===== src/rtl/mem_arbiter.sv =====
`default_nettype none
// ============================================================================
//  Module      : mem_arbiter
//  Description : Two-port (instruction / data cache) line-fill and writeback
//                arbiter in front of a single downstream memory port. One
//                transaction is in flight at a time. Contention alternates
//                between the ports, and each port has a saturating counter
//                of completed transactions.
//  Revision    : 1.0  initial release
// ============================================================================
module mem_arbiter #(
    parameter int LINE_W = 256,
    parameter int CNT_W  = 16
) (
    input  logic              clk,
    input  logic              reset,

    // Instruction cache port (read only)
    input  logic              i_read,
    input  logic [31:0]       i_addr,
    output logic [LINE_W-1:0] i_rdata,
    output logic              i_resp,

    // Data cache port (read and writeback)
    input  logic              d_read,
    input  logic              d_write,
    input  logic [31:0]       d_addr,
    input  logic [LINE_W-1:0] d_wdata,
    output logic [LINE_W-1:0] d_rdata,
    output logic              d_resp,

    // Downstream memory
    output logic              pmem_read,
    output logic              pmem_write,
    output logic [31:0]       pmem_address,
    output logic [LINE_W-1:0] pmem_wdata,
    input  logic [LINE_W-1:0] pmem_rdata,
    input  logic              pmem_resp,

    // Status
    output logic              busy,
    output logic [CNT_W-1:0]  i_grant_count,
    output logic [CNT_W-1:0]  d_grant_count
);

    typedef enum logic [1:0] {
        IDLE    = 2'd0,
        SERVE_I = 2'd1,
        SERVE_D = 2'd2
    } state_t;

    state_t              r_state;
    logic                r_last_served_d;  // 0: I served last, 1: D served last
    logic                r_pmem_read;
    logic                r_pmem_write;
    logic [31:0]         r_addr;
    logic [LINE_W-1:0]   r_wdata;
    logic [CNT_W-1:0]    r_i_cnt;
    logic [CNT_W-1:0]    r_d_cnt;

    logic                w_d_req;
    logic                w_grant_d;
    logic                w_grant_i;

    // Arbitration: D wins if it alone requests, or on contention when I was
    // served last (which is also the reset value, so D wins the first tie).
    assign w_d_req   = d_read | d_write;
    assign w_grant_d = w_d_req & (~i_read | ~r_last_served_d);
    assign w_grant_i = i_read & ~w_grant_d;

    // Main FSM: grant, latch the request, hold the pmem operation until
    // pmem_resp, then return to IDLE and account for the completion.
    always_ff @(posedge clk) begin
        if (reset) begin
            r_state         <= IDLE;
            r_last_served_d <= 1'b0;
            r_pmem_read     <= 1'b0;
            r_pmem_write    <= 1'b0;
            r_addr          <= 32'd0;
            r_wdata         <= '0;
            r_i_cnt         <= '0;
            r_d_cnt         <= '0;
        end else begin
            case (r_state)
                IDLE: begin
                    if (w_grant_d) begin
                        // A simultaneous read and write is treated as a write.
                        r_state      <= SERVE_D;
                        r_pmem_read  <= ~d_write;
                        r_pmem_write <= d_write;
                        r_addr       <= d_addr;
                        r_wdata      <= d_wdata;
                    end else if (w_grant_i) begin
                        r_state      <= SERVE_I;
                        r_pmem_read  <= 1'b1;
                        r_pmem_write <= 1'b0;
                        r_addr       <= i_addr;
                    end
                end
                SERVE_I: begin
                    if (pmem_resp) begin
                        r_state         <= IDLE;
                        r_last_served_d <= 1'b0;
                        r_pmem_read     <= 1'b0;
                        r_pmem_write    <= 1'b0;
                        if (r_i_cnt != {CNT_W{1'b1}}) begin
                            r_i_cnt <= r_i_cnt + {{(CNT_W-1){1'b0}}, 1'b1};
                        end
                    end
                end
                SERVE_D: begin
                    if (pmem_resp) begin
                        r_state         <= IDLE;
                        r_last_served_d <= 1'b1;
                        r_pmem_read     <= 1'b0;
                        r_pmem_write    <= 1'b0;
                        if (r_d_cnt != {CNT_W{1'b1}}) begin
                            r_d_cnt <= r_d_cnt + {{(CNT_W-1){1'b0}}, 1'b1};
                        end
                    end
                end
                default: begin
                    r_state      <= IDLE;
                    r_pmem_read  <= 1'b0;
                    r_pmem_write <= 1'b0;
                end
            endcase
        end
    end

    // Downstream side always reflects the latched transaction.
    assign pmem_read     = r_pmem_read;
    assign pmem_write    = r_pmem_write;
    assign pmem_address  = r_addr;
    assign pmem_wdata    = r_wdata;

    // Read data is broadcast; only the served port sees a response pulse.
    // A pmem_resp arriving in IDLE produces no pulse.
    assign i_rdata       = pmem_rdata;
    assign d_rdata       = pmem_rdata;
    assign i_resp        = pmem_resp & (r_state == SERVE_I);
    assign d_resp        = pmem_resp & (r_state == SERVE_D);

    assign busy          = (r_state != IDLE);
    assign i_grant_count = r_i_cnt;
    assign d_grant_count = r_d_cnt;

endmodule
`default_nettype wire


===== config.mk =====
export PLATFORM = sky130hd
export DESIGN_NAME = mem_arbiter
export DESIGN_NICKNAME = d
export VERILOG_FILES = /design/src/rtl/mem_arbiter.sv
export SDC_FILE = /design/constraint.sdc
export NUM_CORES = 1
export LEC_CHECK = 0
export ABC_AREA = 1
export CORE_AREA = 4 4 550 552
export CTS_CLUSTER_DIAMETER = 80
export DETAILED_ROUTE_END_ITERATION = 10
export DIE_AREA = 0 0 554 556
export SLEW_MARGIN = 20
export SYNTH_ARGS = -nofsm -noshare
export SYNTH_HDL_FRONTEND = slang
export SYNTH_SLANG_ARGS = --single-unit

===== constraint.sdc =====
create_clock -name clk -period 1.75 [get_ports clk]
set_clock_uncertainty 0.1 [all_clocks]
set_input_delay 0.2625 -clock clk [delete_from_list [all_inputs] [get_ports clk]]
set_output_delay 0.2625 -clock clk [all_outputs]
set_load 0.05 [all_outputs]

== Yosys cells after proc, flatten, opt, wreduce, memory -nomap -nowiden ==
Index checks and enable logic that the tools add are counted.
Word-level totals
  register bits after elaboration: 325
  input port bits: 582
  word-level logic and storage cells: 54
Cells by class
  mux-type cells: 15
  add/subtract/negate cells: 2
  equal/unequal tests: 8
  reduce and logical (&&, ||, !) cells: 11
  bitwise operators: 10
Operator list (count)
  $mux 32: 2
  $add 16x1->16 const B: 2
  $ne 16x16->1 const B: 2
  $reduce_and 3->1: 3
  $mux 1: 6
  $mux 2: 3
  $pmux 1 s2: 3
  $reduce_and 2->1: 3
  $reduce_bool 2->1: 3
  $and 1x1->1: 4
  $ne 2x2->1 const B: 2
  $not 1->1: 4
  $pmux 2 s2: 1
  $ne 3x3->1 const B: 1
  $eq 2x1->1 const B: 1
  $eq 2x2->1 const B: 1
  $logic_not 2->1: 1
  $ne 2x1->1 const B: 1
  $or 1x1->1: 2
  $reduce_or 2->1: 1

== Depth between registers and ports, before layout ==
  word-level depth: 8
  depth in mapped cells: 10
  gate-level depth less buffers: 10

== Worst setup path before layout ==
Ideal clock, no wire load.
  kind: reg2reg
  from: register r_i_cnt[0] (netlist: i_grant_count[0])
  to: register r_i_cnt[1] (netlist: i_grant_count[1])
  data arrival time: 1769 ps
  data required time: 1534 ps
  library setup time: 116 ps
  path slack: -235 ps
  cell stages (with the launch flop): 10
  cells stage by stage: dfxtp_1 > ha_1 > nand2_1 > nor2_1 > nand2_1 > nor2_1 > nor2_2 > buf_4 > nor2_1 > nor2_1
On the way
  word-level cells in the longest chain between the ends: 2
  elaborated cells on any way between the ends: 3
  those cells by class: 1 x add/sub; 1 x eq/ne; 1 x reduce/logical
RTL lines
  from (decl): line 58  | logic [CNT_W-1:0] r_i_cnt;
  from (signal assigned): line 107  | r_i_cnt <= r_i_cnt + {{(CNT_W-1){1'b0}}, 1'b1};
  parallel branches: the longest is 2 deep, another holds $add 16x1->16
Several ways; the timed one is not identified.
A chain may end at the register's enable or synchronous reset.

== Final worst setup path ==
  from: register r_state[1]
  to: register r_wdata[12] (netlist: pmem_wdata[12])
On the way
  word-level cells in the longest chain between the ends: 2
RTL lines
  from (decl): line 52  | state_t r_state;
  from (signal assigned): line 75  | r_state <= IDLE;
  from (signal assigned): line 88  | r_state <= SERVE_D;
  from (signal assigned): line 94  | r_state <= SERVE_I;
  $logic_not 2->1: line 84  | case (r_state)
  $reduce_and 2->1 (no source line)
  to (signal assigned): line 92  | r_wdata <= d_wdata;
  to (decl): line 57  | logic [LINE_W-1:0] r_wdata;
No other way between the ends.

==> reports/metrics.yaml <==
setup_path:
  crit_path_end_kind: "flop"
  r2r_cells: 15
  cp-startpoint: "r_state[1]"
  worst_ep_arrival_time_ns: 2.67
  timing.rr.start: "r_state[1]"
  r2r_slack_ns: -0.44
  critPathKind: "reg2reg"
  critPathRequiredTime_ns: 2.23
  reg2reg_to: "pmem_wdata[12]"
  cp_max_fo: 8
  endpoint: "pmem_wdata[12]"
  worst_setup_path_start_kind: "flop"
sta:
  rsz0062_at_grt: "true"
  slew_headroom: 0.539
  finalCriticalPeriod_ns: 2.19
  drv_slew: 0
  setup-tns-final_ns: -89.08
  hold_viol: 0
  hold_ws_ns: 0.0770
  fmax_mhz: 456
  post-route-worst-setup-slack_ns: -0.443
  finalCritPeriodShare: 1.25
  finalSetupViolCount: 306
  tightest_slew_ns: 0.692
synthesis:
  avgSynthCellArea_um2: 7.43
  synthCells: 2164
  ys_ff_latch: 325
  ys_types: 26
  syn_nets: 2751
  yosys_warnings: 0
  synth_top_area_share: 0.405
  synth_top_cell_by_area: "dfxtp_1"
  seq_area_frac_synth: 0.405
  synth.area.top_cells: "dfxtp_1 40%, buf_4 24%, nor2_1 14%"
  syn-cell-area_um2: 16100
detailed_routing:
  drtAntennaViolNets: 0
  drt_iter0_markers: 922
  via_per_inst: 2.56
  num_vias: 16800
  first_pass_iters: 5
  routed_wl_um: 234000
  wl_per_cell_um: 35.6
  drc: 0
global_route:
  grt_util_met2: 0.224
  grt_use_met3: 0.218
  grtUsageTotal: 0.145
  grt_pass1_vias: 16800
  grtUsageMet1: 0.0832
  antenna_found_initial: 96
  grt_max_degree: 75
  grt_pass1_wl_um: 269000
  overflow: 0
  busiest_layer: "met2"
clock_tree:
  h-tree-depth: 2
  clk_latency_ns: 0.71
  root_buffer: "clkbuf_16"
  cts_tree: "built"
  path_clk_slew_ns: 0.06
  cts_buffers: 49
  clockBufferDepth: 3
  clock_sinks: 325
layout:
  drive_gt1_frac: 0.418
  fin_nets: 3139
  area_growth_pct: 108
  layout.cells.non_filler: 6551
place:
  place.gp.congestion: 0.888
  place_ws_ns: -0.534
  port_buffers: 650
  dp_hpwl_um: 198000
  placed_cells: 6262
power_and_ir_drop:
  power_leakage_uw: 0.0119
  vdd_drop_max_uv: 791
  powerDensity_nw_per_um2: 1230
outcome:
  run_status: "complete, but fails checks"
  violations: "negative setup slack"
floorplanning:
  row_count: 200
  die_area_um2: 308000
  coreArea_um2: 297000
  dieWidth_um: 554
  start_util: 0.0542
  num_io_pins: 1419
  die_h_um: 556
worst_hold_path:
  hp-class: "in2reg"
run:
  max_cap_violations: 0
==> how the worst min path moves through the flow <==
stage / startpoint / endpoint / slack [ns] / depth (start not counted)
4_1_cts: d_wdata[39] / pmem_wdata[39] / 0.00003 / 3
5_1_grt: d_wdata[87] / pmem_wdata[87] / 0.06 / 3
2_1_floorplan: reset / pmem_read / 0.23 / 1
3_3_place_gp: i_grant_count[5] / i_grant_count[5] / 0.39 / 2
3_5_place_dp: i_grant_count[5] / i_grant_count[5] / 0.39 / 2
6_report: d_wdata[39] / pmem_wdata[39] / 0.08 / 3
==> repair_timing <==
item                       CTS  global route
hold endpoints to repair    69             0
hold buffers                67             0
gates cloned                52             5
setup buffers               64            10
pin swaps                   80            72
setup endpoints to repair  283           330
gates resized for setup    643           284
==> cells in the final DEF (no fill, tap or decap), drive strengths merged <==
master / Yosys / layout
clkinvlp: 0 / 8
nor3: 2 / 2
o21bai: 1 / 1
dfxtp: 325 / 325
diode: 0 / 24
xor2: 10 / 10
nand4: 7 / 7
o21ai: 297 / 297
clkinv: 0 / 10
inv: 36 / 42
nand2: 173 / 173
clkdlybuf4s50: 0 / 324
xnor2: 2 / 2
bufinv: 0 / 7
buf: 554 / 558
clkbuf: 64 / 62
dlygate4sd3: 0 / 67
a31oi: 2 / 2
a21oi: 57 / 57
nand3: 26 / 26
ha: 5 / 5
nor2: 603 / 603
==> through the flow <==
step | cell area, um^2 | power (uW) | utilization
6_report | 33400 | 41000 | 0.113
5_1_grt | 33400 | 42800 | 0.113
4_1_cts | 32600 | 40900 | 0.110
3_5_place_dp | 26200 | 24500 | 0.0882
3_3_place_gp | 26200 | 24500 | 0.0882
2_1_floorplan | 16200 | 18800 | -
==> metal layers <==
metal | share of wire | vias to the layer above | wire, um
li1 | - | 7174 | -
met3 | 0.32 | 400 | 75500
met2 | 0.43 | 1774 | 101000
met1 | 0.20 | 7434 | 46900
met4 | 0.039 | 14 | 9140
met5 | 0.0032 | - | 742
==> critical path, stage by stage (launching register included) <==
cell and delay (ns):
dfxtp_2 0.33, inv_2 0.04, buf_4 0.13, ha_4 0.16
clkinvlp_4 0.07, buf_6 0.09, nor2_4 0.03, buf_12 0.15
buf_12 0.13, buf_8 0.12, buf_12 0.14, buf_12 0.14
buf_12 0.12, buf_16 0.14, o21ai_2 0.11, nor2_1 0.05
==> flip-flops by register name, indices dropped and copies added, names as in the netlist <==
name             cells
r_last_served_d      1
r_state              2
i_grant_count       16
pmem_address        32
pmem_write           1
pmem_read            1
d_grant_count       16
pmem_wdata         256
==> synth_stat cells (all sizes together) <==
library cell	count
nor2	603
buf	554
dfxtp	325
o21ai	297
nand2	173
clkbuf	64
a21oi	57
inv	36
nand3	26
xor2	10
nand4	7
ha	5
a31oi	2
nor3	2
xnor2	2
o21bai	1
==> power by group <==
group          switching, uW  internal [uW]  total [uW]
Clock                   4570           6470       11000
Sequential              1290           8610        9910
Combinational          11600           8400       20000
Total                  17500          23500       41000
==> kinds of logic after synthesis <==
group,after synthesis,share of synthesized area
DFF,325,0.405
xor gates and xnor gates,12,0.00654
AOI/OAI and AO/OA,357,0.113
buffers and inverters,654,0.278
and+or+nand+nor,811,0.194
adders and majority gates,5,0.00389
==> area by class of cell <==
class                      count  area [um^2]
clock buffer                  57         1310
sequential                   325         6620
antenna                       24         60.1
timing repair inverter         1         20.0
inverter                      36          174
clock inverter                30          449
timing repair buffer         954        12900
tap                         3939         4930
multi-input combinational   1185         6980
fill                       34100       263000
No activity file was read; power rests on OpenSTA's default activity.
